## src/rtl/shift_pkg.sv

```systemverilog
// Shared encodings and the stage-1 decode for the pipelined operand-2 shifter.
package shift_pkg;

    typedef enum logic [1:0] {
        ST_LSL = 2'b00,
        ST_LSR = 2'b01,
        ST_ASR = 2'b10,
        ST_ROR = 2'b11
    } shift_type_e;

    typedef enum logic [2:0] {
        OP_LSL, OP_LSR, OP_ASR, OP_ROR, OP_RRX, OP_PASS, OP_ZERO, OP_SIGN
    } eff_op_e;

    // CS_CORE takes the barrel's own carry; the others cover the boundary cases.
    typedef enum logic [1:0] {
        CS_CORE, CS_ZERO, CS_LSB, CS_MSB
    } csel_e;

    typedef struct packed {
        eff_op_e     op;
        logic [31:0] amt;
        csel_e       csel;
    } dec_t;

    function automatic dec_t shift_decode(
        input logic        imm_or_reg,
        input logic        amt_from_reg,
        input logic [1:0]  st,
        input logic [31:0] amt_imm,
        input logic [31:0] amt_reg,
        input logic [31:0] rot_code,
        input int unsigned data_w
    );
        dec_t        d;
        logic [31:0] mask;
        mask   = data_w - 1;
        d.op   = OP_PASS;
        d.amt  = '0;
        d.csel = CS_CORE;
        if (imm_or_reg) begin
            d.amt = (rot_code << 1) & mask;
            if (rot_code == 0)  d.op = OP_PASS;
            else if (d.amt == 0) d.csel = CS_MSB;
            else                 d.op = OP_ROR;
        end else if (!amt_from_reg) begin
            d.amt = amt_imm;
            case (st)
                ST_LSL:  d.op = (amt_imm == 0) ? OP_PASS : OP_LSL;
                ST_LSR:  begin
                    d.op = (amt_imm == 0) ? OP_ZERO : OP_LSR;
                    if (amt_imm == 0) d.csel = CS_MSB;
                end
                ST_ASR:  d.op = (amt_imm == 0) ? OP_SIGN : OP_ASR;
                default: d.op = (amt_imm == 0) ? OP_RRX : OP_ROR;
            endcase
        end else if (amt_reg != 0) begin
            d.amt = amt_reg & mask;
            case (st)
                ST_LSL, ST_LSR: begin
                    if (amt_reg < data_w) begin
                        d.op = (st == ST_LSL) ? OP_LSL : OP_LSR;
                    end else begin
                        d.op = OP_ZERO;
                        if (amt_reg > data_w)  d.csel = CS_ZERO;
                        else if (st == ST_LSL) d.csel = CS_LSB;
                        else                   d.csel = CS_MSB;
                    end
                end
                ST_ASR:  d.op = (amt_reg < data_w) ? OP_ASR : OP_SIGN;
                default: begin
                    if (d.amt == 0) d.csel = CS_MSB;
                    else            d.op = OP_ROR;
                end
            endcase
        end
        return d;
    endfunction

endpackage

```

## src/rtl/shift_core.sv

```systemverilog
// Combinational log2(DATA_W)-stage barrel shifter over the normalised effective op.
module shift_core
    import shift_pkg::*;
#(
    parameter int unsigned DATA_W = 32
) (
    input  eff_op_e                     op_i,
    input  logic [$clog2(DATA_W)-1:0]   amt_i,
    input  logic [DATA_W-1:0]           data_i,
    input  logic                        carry_i,
    output logic [DATA_W-1:0]           data_o,
    output logic                        carry_o
);
    localparam int unsigned SH_W = $clog2(DATA_W);

    logic [DATA_W-1:0] v;
    logic [SH_W-1:0]   lsl_idx;
    logic [SH_W-1:0]   rsh_idx;

    always_comb begin
        v = data_i;
        for (int unsigned k = 0; k < SH_W; k++) begin
            if (amt_i[k]) begin
                case (op_i)
                    OP_LSL:  v = v << (1 << k);
                    OP_LSR:  v = v >> (1 << k);
                    OP_ASR:  v = DATA_W'($signed(v) >>> (1 << k));
                    OP_ROR:  v = (v >> (1 << k)) | (v << (DATA_W - (1 << k)));
                    default: v = v;
                endcase
            end
        end
    end

    // Last bit shifted out: in[N-a] for LSL, in[a-1] for right shifts.
    assign lsl_idx = '0 - amt_i;
    assign rsh_idx = amt_i - SH_W'(1);

    always_comb begin
        data_o  = v;
        carry_o = carry_i;
        case (op_i)
            OP_LSL:         carry_o = data_i[lsl_idx];
            OP_LSR, OP_ASR: carry_o = data_i[rsh_idx];
            OP_ROR:         carry_o = v[DATA_W-1];
            OP_RRX: begin
                data_o  = {carry_i, data_i[DATA_W-1:1]};
                carry_o = data_i[0];
            end
            OP_ZERO: begin
                data_o  = '0;
                carry_o = 1'b0;
            end
            OP_SIGN: begin
                data_o  = {DATA_W{data_i[DATA_W-1]}};
                carry_o = data_i[DATA_W-1];
            end
            default: begin
                data_o  = data_i;
                carry_o = carry_i;
            end
        endcase
    end

endmodule

```

## src/rtl/shift_unit_pipe.sv

```systemverilog
// Two-stage pipelined ARM operand-2 shifter: decode register, then barrel into output register.
module shift_unit_pipe
    import shift_pkg::*;
#(
    parameter int unsigned DATA_W = 32,
    parameter int unsigned AMT_W  = 8,
    parameter int unsigned IMM_W  = 8,
    parameter int unsigned ROT_W  = 4
) (
    input  logic                        clk,
    input  logic                        reset,
    input  logic                        flush,
    input  logic                        in_valid,
    output logic                        in_ready,
    input  logic [DATA_W-1:0]           in_data,
    input  logic                        imm_or_reg,
    input  logic                        amt_from_reg,
    input  logic [1:0]                  shift_type,
    input  logic [$clog2(DATA_W)-1:0]   shift_amt_imm,
    input  logic [AMT_W-1:0]            shift_amt_reg,
    input  logic [IMM_W-1:0]            in_data_imm,
    input  logic [ROT_W-1:0]            rotation_code,
    input  logic                        carry_in,
    output logic                        out_valid,
    input  logic                        out_ready,
    output logic [DATA_W-1:0]           out_data,
    output logic                        carry_out
);
    localparam int unsigned SH_W = $clog2(DATA_W);

    dec_t              dec;
    logic              dec_amt_unused;
    logic              s1_ready, s2_ready, accept, advance;
    logic              s1_valid_q, s1_valid_d;
    eff_op_e           s1_op_q, s1_op_d;
    logic [SH_W-1:0]   s1_amt_q, s1_amt_d;
    csel_e             s1_csel_q, s1_csel_d;
    logic [DATA_W-1:0] s1_data_q, s1_data_d;
    logic              s1_cin_q, s1_cin_d;
    logic              out_valid_q, out_valid_d;
    logic [DATA_W-1:0] out_data_q, out_data_d;
    logic              carry_q, carry_d;
    logic [DATA_W-1:0] core_data;
    logic              core_carry, s2_carry;

    assign s2_ready = !out_valid_q || out_ready;
    assign s1_ready = !s1_valid_q || s2_ready;
    assign in_ready = s1_ready;
    assign accept   = in_valid && s1_ready && !flush;
    assign advance  = s1_valid_q && s2_ready && !flush;

    always_comb begin
        dec = shift_decode(imm_or_reg, amt_from_reg, shift_type, 32'(shift_amt_imm),
                           32'(shift_amt_reg), 32'(rotation_code), DATA_W);
    end
    assign dec_amt_unused = ^dec.amt[31:SH_W];

    always_comb begin
        s1_valid_d = s1_valid_q;
        s1_op_d    = s1_op_q;
        s1_amt_d   = s1_amt_q;
        s1_csel_d  = s1_csel_q;
        s1_data_d  = s1_data_q;
        s1_cin_d   = s1_cin_q;
        if (flush)         s1_valid_d = 1'b0;
        else if (s1_ready) s1_valid_d = in_valid;
        if (accept) begin
            s1_op_d   = dec.op;
            s1_amt_d  = dec.amt[SH_W-1:0];
            s1_csel_d = dec.csel;
            s1_data_d = imm_or_reg ? DATA_W'(in_data_imm) : in_data;
            s1_cin_d  = carry_in;
        end
    end

    shift_core #(.DATA_W(DATA_W)) u_core (
        .op_i    (s1_op_q),
        .amt_i   (s1_amt_q),
        .data_i  (s1_data_q),
        .carry_i (s1_cin_q),
        .data_o  (core_data),
        .carry_o (core_carry)
    );

    always_comb begin
        case (s1_csel_q)
            CS_ZERO: s2_carry = 1'b0;
            CS_LSB:  s2_carry = s1_data_q[0];
            CS_MSB:  s2_carry = s1_data_q[DATA_W-1];
            default: s2_carry = core_carry;
        endcase
    end

    always_comb begin
        out_valid_d = out_valid_q;
        out_data_d  = out_data_q;
        carry_d     = carry_q;
        if (flush)         out_valid_d = 1'b0;
        else if (s2_ready) out_valid_d = s1_valid_q;
        if (advance) begin
            out_data_d = core_data;
            carry_d    = s2_carry;
        end
    end

    always_ff @(posedge clk) begin
        if (reset) begin
            s1_valid_q  <= 1'b0;
            out_valid_q <= 1'b0;
            out_data_q  <= '0;
            carry_q     <= 1'b0;
        end else begin
            s1_valid_q  <= s1_valid_d;
            out_valid_q <= out_valid_d;
            out_data_q  <= out_data_d;
            carry_q     <= carry_d;
        end
    end

    // Stage-1 payload needs no reset: it is only observed behind s1_valid_q.
    always_ff @(posedge clk) begin
        s1_op_q   <= s1_op_d;
        s1_amt_q  <= s1_amt_d;
        s1_csel_q <= s1_csel_d;
        s1_data_q <= s1_data_d;
        s1_cin_q  <= s1_cin_d;
    end

    assign out_valid = out_valid_q;
    assign out_data  = out_data_q;
    assign carry_out = carry_q;

endmodule

```

## config.mk

```make
export PLATFORM = sky130hd
export DESIGN_NAME = shift_unit_pipe
export DESIGN_NICKNAME = d
export VERILOG_FILES = /design/src/rtl/shift_pkg.sv /design/src/rtl/shift_core.sv /design/src/rtl/shift_unit_pipe.sv
export SDC_FILE = /design/constraint.sdc
export NUM_CORES = 1
export LEC_CHECK = 0
export ABC_AREA = 1
export CORE_UTILIZATION = 50
export DETAILED_ROUTE_END_ITERATION = 10
export PLACE_DENSITY_LB_ADDON = 0.2
export SYNTH_ARGS = -nofsm -noshare
export SYNTH_HDL_FRONTEND = slang
export SYNTH_SLANG_ARGS = --single-unit
```

## constraint.sdc

```tcl
create_clock -name clk -period 2.9 [get_ports clk]
set_input_delay 0.58 -clock clk [delete_from_list [all_inputs] [get_ports clk]]
set_output_delay 0.58 -clock clk [all_outputs]
set_load 0.01 [all_outputs]
```

After elaboration in Yosys (flattened, before gate mapping):

Index checks and enable logic that the tools add are counted.

* bits in registers: 78
* input bits: 67

* add/sub/neg operators: 2
* $lt $le $gt $ge: 4
* equal/unequal tests: 11
* multiplexer cells: 42
* bitwise logic cells: 5
* reductions and logical operators: 20

Operators by type and width (count)
* 32-bit one-hot mux with 4 select lines: 6
* 32-bit 2-to-1 mux: 5
* 37-bit 2-to-1 mux: 3
* 32-bit logical NOT: 2
* 16-bit by 32-bit bitwise OR with 32-bit output: 1
* 24-bit by 32-bit bitwise OR with 32-bit output: 1
* 28-bit by 32-bit bitwise OR with 32-bit output: 1
* 30-bit by 32-bit bitwise OR with 32-bit output: 1
* 31-bit by 32-bit bitwise OR with 32-bit output: 1
* 3-bit 2-to-1 mux: 9
* 2-bit 2-to-1 mux: 7
* 5-bit by 6-bit < comparator with 1-bit output (second input constant): 2
* 1-bit binary-select mux with 5-bit select: 2
* 3-bit == test (second input constant): 3
* 3-bit one-hot mux with 3 select lines: 1
* 8-bit by 6-bit > comparator with 1-bit output (second input constant): 1
* 8-bit by 6-bit < comparator with 1-bit output (second input constant): 1
* 8-bit 2-to-1 mux: 1
* 8-bit nonzero test: 1
* 2-bit == test (second input constant): 3
* 3-bit by 2-bit == test with 1-bit output (second input constant): 2
* 1-bit one-hot mux with 6 select lines: 1
* 3-bit one-hot mux with 2 select lines: 1
* 2-bit OR reduction: 3
* other kinds (15): 25

Depth between registers and ports, before layout:

* depth in word-level cells: 17
* gate-level depth with buffers: 22

Modules after synthesis:

Synthesis repeated with hierarchy kept, for this count alone.

* cell total of the unflattened synthesis: 1434
* area total of the unflattened synthesis: 8165.3 um^2

By module, submodules not included
* shift_core: times used 1, cells each 1065, area each 4954.8 um^2, seq. area each 0.0 um^2
* shift_unit_pipe: times used 1, cells each 369, area each 3210.6 um^2, seq. area each 1991.9 um^2

Worst setup path after synthesis:

OpenSTA, ideal clock, no wires.

* path type: register to register
* from: register s1_amt_q[0]
* to: register carry_q (netlist: carry_out)
* setup time: 0.122 ns
* arrival time: 2.560 ns
* data required time: 2.778 ns
* path slack: 0.218 ns
* cell stages (with the launch flop): 21
* buffers on the path: 4
* period minus slack after synthesis: 2.682 ns
* cell sequence: edfxtp_1 -> buf_2 -> inv_1 -> clkbuf_1 -> ha_1 -> clkbuf_1 -> inv_1 -> buf_2 -> o21ai_0 -> a21oi_1 -> a21oi_1 -> o21ai_0 -> nand2_1 -> nand3b_1 -> nand2_1 -> nand3_1 -> nand2_1 -> a31oi_1 -> nand2_1 -> nand2_1 -> a21oi_2

* word-level cells in the longest chain between the ends: 15
* elaborated cells between the ends (all ways): 21

RTL lines
* start: declaration: line shift_unit_pipe.sv:36 `logic [SH_W-1:0] s1_amt_q, s1_amt_d;`
* start signal: assignment: line shift_unit_pipe.sv:123 `s1_amt_q <= s1_amt_d;`
* 32-bit 2-to-1 mux: line shift_core.sv:23 `if (amt_i[k]) begin`
* 30-bit by 32-bit bitwise OR with 32-bit output: line shift_core.sv:28 `OP_ROR: v = (v >> (1 << k)) | (v << (DATA_W - (1 << k)));`
* 32-bit one-hot mux with 4 select lines: line shift_core.sv:24 `case (op_i)`
* 32-bit 2-to-1 mux: line shift_core.sv:23
* 28-bit by 32-bit bitwise OR with 32-bit output: line shift_core.sv:28
* 32-bit one-hot mux with 4 select lines: line shift_core.sv:24
* 32-bit 2-to-1 mux: line shift_core.sv:23
* 24-bit by 32-bit bitwise OR with 32-bit output: line shift_core.sv:28
* 32-bit one-hot mux with 4 select lines: line shift_core.sv:24
* 32-bit 2-to-1 mux: line shift_core.sv:23
* 16-bit by 32-bit bitwise OR with 32-bit output: line shift_core.sv:28
* 32-bit one-hot mux with 4 select lines: line shift_core.sv:24
* 32-bit 2-to-1 mux: line shift_core.sv:23
* 1-bit one-hot mux with 6 select lines (*): line shift_core.sv:42 `case (op_i)`
* 1-bit one-hot mux with 3 select lines (*): line shift_unit_pipe.sv:86 `case (s1_csel_q)`
* end signal: assignment: line shift_unit_pipe.sv:116 `carry_q <= carry_d;`
* end: declaration: line shift_unit_pipe.sv:42 `logic carry_q, carry_d;`

Every way passes the cells marked *; elsewhere a longest branch is shown, timed or not. The select of a mux whose other input is x is not followed.
A chain may end at the register's enable or synchronous reset.

Worst setup path after layout:

* from: register s1_op_q[1]
* to: register out_data_q[27] (netlist: out_data[27])

* word-level cells in the longest chain between the ends: 16
* elaborated cells between the ends (all ways): 23

RTL lines
* start: declaration: line shift_unit_pipe.sv:35 `eff_op_e s1_op_q, s1_op_d;`
* start signal: assignment: line shift_unit_pipe.sv:122 `s1_op_q <= s1_op_d;`
* 3-bit by 2-bit == test with 1-bit output, or another cell as far along: line shift_core.sv:24, shift_core.sv:42
* 32-bit one-hot mux with 4 select lines: line shift_core.sv:24
* 32-bit 2-to-1 mux: line shift_core.sv:23
* 30-bit by 32-bit bitwise OR with 32-bit output: line shift_core.sv:28
* 32-bit one-hot mux with 4 select lines: line shift_core.sv:24
* 32-bit 2-to-1 mux: line shift_core.sv:23
* 28-bit by 32-bit bitwise OR with 32-bit output: line shift_core.sv:28
* 32-bit one-hot mux with 4 select lines: line shift_core.sv:24
* 32-bit 2-to-1 mux: line shift_core.sv:23
* 24-bit by 32-bit bitwise OR with 32-bit output: line shift_core.sv:28
* 32-bit one-hot mux with 4 select lines: line shift_core.sv:24
* 32-bit 2-to-1 mux: line shift_core.sv:23
* 16-bit by 32-bit bitwise OR with 32-bit output: line shift_core.sv:28
* 32-bit one-hot mux with 4 select lines: line shift_core.sv:24
* 32-bit 2-to-1 mux: line shift_core.sv:23
* 32-bit one-hot mux with 4 select lines (*): line shift_core.sv:42
* end signal: assignment: line shift_unit_pipe.sv:115 `out_data_q <= out_data_d;`
* end: declaration: line shift_unit_pipe.sv:41 `logic [DATA_W-1:0] out_data_q, out_data_d;`

Every way passes the cells marked *; elsewhere a longest branch is shown, timed or not.

==> results_dict.tcl <==
set metrics [dict create \
    status "finished, final reports clean" \
    layout_setup_ws_ns 0.147 \
    root_buffer "clkbuf_16" \
    cts_max_path_buffers 2 \
    reg2reg_depth 14 \
    whs_ns 0.466 \
    drive_gt1_share_pct 12.8 \
    diodes 0 \
    grt_pass1_vias 9389 \
    post-place-ws_ns 0.174 \
    fin_nets 1544 \
    row_count 46 \
    crit_chain "nor2_4, buf_12, nor2_4, nand2_1, nand2_1, nand3_2, nand3_2, nand3_1, o21ai_0, o21bai_2, nand3_1, nand2_1, nand3_1, a21oi_1" \
    ys_seq_area_share_pct 23.8 \
    cts_num_sinks 78 \
    fp.dieH_um 132 \
    die_area_um2 17300 \
    core-area_um2 16100 \
    ir_drop_mv 0.354 \
    dp_hpwl_um 26900 \
    die_x_um 132 \
    place.gp.congestion 1.12 \
    tritoncts "yes" \
    r2r_slack_ns 0.15 \
    syn_inst 1394 \
    relSlewSlack_pct 17.2 \
    portBuffers 101 \
    yosysWarnings 0 \
    critPathCaptureType "flip-flop" \
    layout_min_cycle_time_ns 2.75 \
    drt_wl_total_um 36100 \
    num_io_pins 102 \
    first_pass_iters 7 \
    rsz0062_at_grt "false" \
    hold_viol 0 \
    power.density_nw_per_um2 359 \
    final.setup.tns_ns 0 \
    cts_buffers 9 \
    via_count 10700 \
    slowest_stage "edfxtp_1" \
    finalSetupViolCount 0 \
    maxCapViolations 0 \
    wire_per_inst_um 21.3 \
    remaining_drc_errors 0 \
    avgSynthCellArea_um2 6.02 \
    p_leak_nw 4.49 \
    synth_fp_nets 1462 \
    ys_ff_latch 78 \
    area_delta_synth_final_pct 19.1 \
    clock_latency_ns 0.36 \
    max_freq_mhz 363 \
    grtUsageTotal_pct 41.2 \
    synth_edf_count 43 \
    synth_ff_type "edfxtp_1" \
    h-tree-depth 3 \
    hp-class "flip-flop to flip-flop" \
    path_max_fanout 15 \
    async_flop_share_pct 0 \
    skew_ns 0.0112 \
    drt-initial-drc-count 1791 \
    worstPathArrival_ns 3.03 \
    startpoint_type "flip-flop" \
    grt_max_degree 56 \
    grt_antenna_before_repair 1 \
    fin_util_pct 62.0 \
    synth.distinct_cells 46 \
    initial_utilization_pct 52.0 \
    min_period_over_period_pct 94.9 \
    antenna_left 0 \
    fin_cells 1697 \
    slowest_delay_ns 0.47 \
    holdPathStages 2 \
    synth_area_um2 8390 \
    clkTransAtPathRegs_ns 0.07 \
    grt_pass1_wl_um 54400 \
    required_ns 3.18 \
    vias_per_cell 6.28 \
    overflow 0 \
    holdBufCountCts 0 \
    slew_violations 0 \
    worstMarginPinSlew_ns 1.24 \
    critPathKind "flip-flop to flip-flop" \
    dp_cells 1675 \
]
-- path summary, 6_finish.rpt --
kind / to / start
setup reg to reg: out_data[27]$_SDFFE_PP0P_ / s1_op_q[1]$_DFFE_PP_
setup / recovery: out_data[27]$_SDFFE_PP0P_ / s1_op_q[1]$_DFFE_PP_
hold reg to reg: out_data[8]$_SDFFE_PP0P_ / out_data[8]$_SDFFE_PP0P_
hold / removal: out_data[8]$_SDFFE_PP0P_ / out_data[8]$_SDFFE_PP0P_
-- metal layers --
metal	vias up	GRT usage (%)	part of all wire, %
li1	4825	-	-
met1	4768	54.7	38
met2	884	60.6	41
met3	184	9.45	14
met4	2	24.7	7.2
met5	-	0	0.036
-- worst max-delay path: cells and delay by family (launching register included) --
family	cells	cell delay, ns
compound gates	3	0.74
simple gates	10	1.32
buf+inv	1	0.15
flops	1	0.47
-- stage by stage --
| stage | power (mW) | cell area (um^2) |
|---|---|---|
| finish | 3.58 | 9990 |
| global route | 3.72 | 9990 |
| CTS | 3.52 | 9900 |
| detailed placement | 2.41 | 9610 |
| global placement | 2.41 | 9610 |
| floorplan | 2.01 | 8390 |
-- power by group --
group	internal, mW	leakage [nW]	switching (mW)	total [mW]
clock	0.601	0.141	0.516	1.12
combinational	0.411	3.65	0.787	1.20
sequential	1.21	0.704	0.0578	1.27
total	2.22	4.49	1.36	3.58
-- cell usage after synthesis (2+ instances only) --
cell	instances	area (um^2)
nand2_4	2	22.5
inv_2	3	11.3
nand2_2	19	119
nand4_1	16	100
o21bai_2	3	33.8
inv_1	95	357
buf_4	11	82.6
buf_2	23	115
nand3_2	38	380
o21ai_2	10	87.6
buf_6	5	56.3
nor2_8	2	40.0
a31oi_1	2	12.5
clkbuf_1	35	131
a21oi_1	150	751
nand3b_1	2	15.0
nor2_1	62	233
o21ai_0	61	305
a21oi_2	28	245
nor3_1	3	15.0
nor2_2	4	25.0
nand3_1	201	1010
xor2_1	2	17.5
a221oi_1	2	17.5
nand2_1	492	1850
nor4_1	2	12.5
edfxtp_1	43	1290
nor2_4	3	33.8
clkbuf_4	2	15.0
o211ai_1	4	30.0
buf_12	4	80.1
dfxtp_1	35	701
buf_1	5	18.8
a2111oi_0	4	35.0
o21ai_1	10	50.1
-- flip-flops by register name (all words and copies together) (netlist names) --
register    flops
carry_out       1
out_data       32
out_valid       1
s1_amt_q        5
s1_cin_q        1
s1_csel_q       2
s1_data_q      32
s1_op_q         3
s1_valid_q      1
-- layout by cell type (no fill, tap or decap), types with 6 or more instances in the layout --
cell	count
nand2_1	492
buf_12	7
nor2_2	6
buf_4	46
nand3_2	38
o21ai_2	10
clkdlybuf4s50_1	101
nor2_1	60
clkbuf_16	10
nand3_1	201
o21ai_0	61
inv_1	95
nand2_2	19
a21oi_1	150
edfxtp_1	43
o21ai_1	10
a21oi_2	28
nand4_1	16
dfxtp_1	35
-- layout make-up --
cell class | instances | area [um^2]
clock buffers | 9 | 225
clock inverters | 7 | 62.6
fillers | 1591 | 6130
inverters | 100 | 380
multi-input cells | 1131 | 5520
flip-flops and latches | 78 | 1990
well taps | 216 | 270
repair buffers | 156 | 1530
-- kinds of logic after synthesis --
kind of cell,share of synthesized area [%]
adders and majority gates,0.149
buffers and inverters,10.7
and+or+nand+nor,46.0
DFF,23.8
xor gates and xnor gates,0.313
AOI/OAI and AO/OA,19.2
-- what timing repair did --
item / CTS / global route
buffers inserted: 0 / 4
setup endpoints to repair: 0 / 11
resized for setup: 0 / 2
Note: power is estimated with default switching activity, not from simulation.
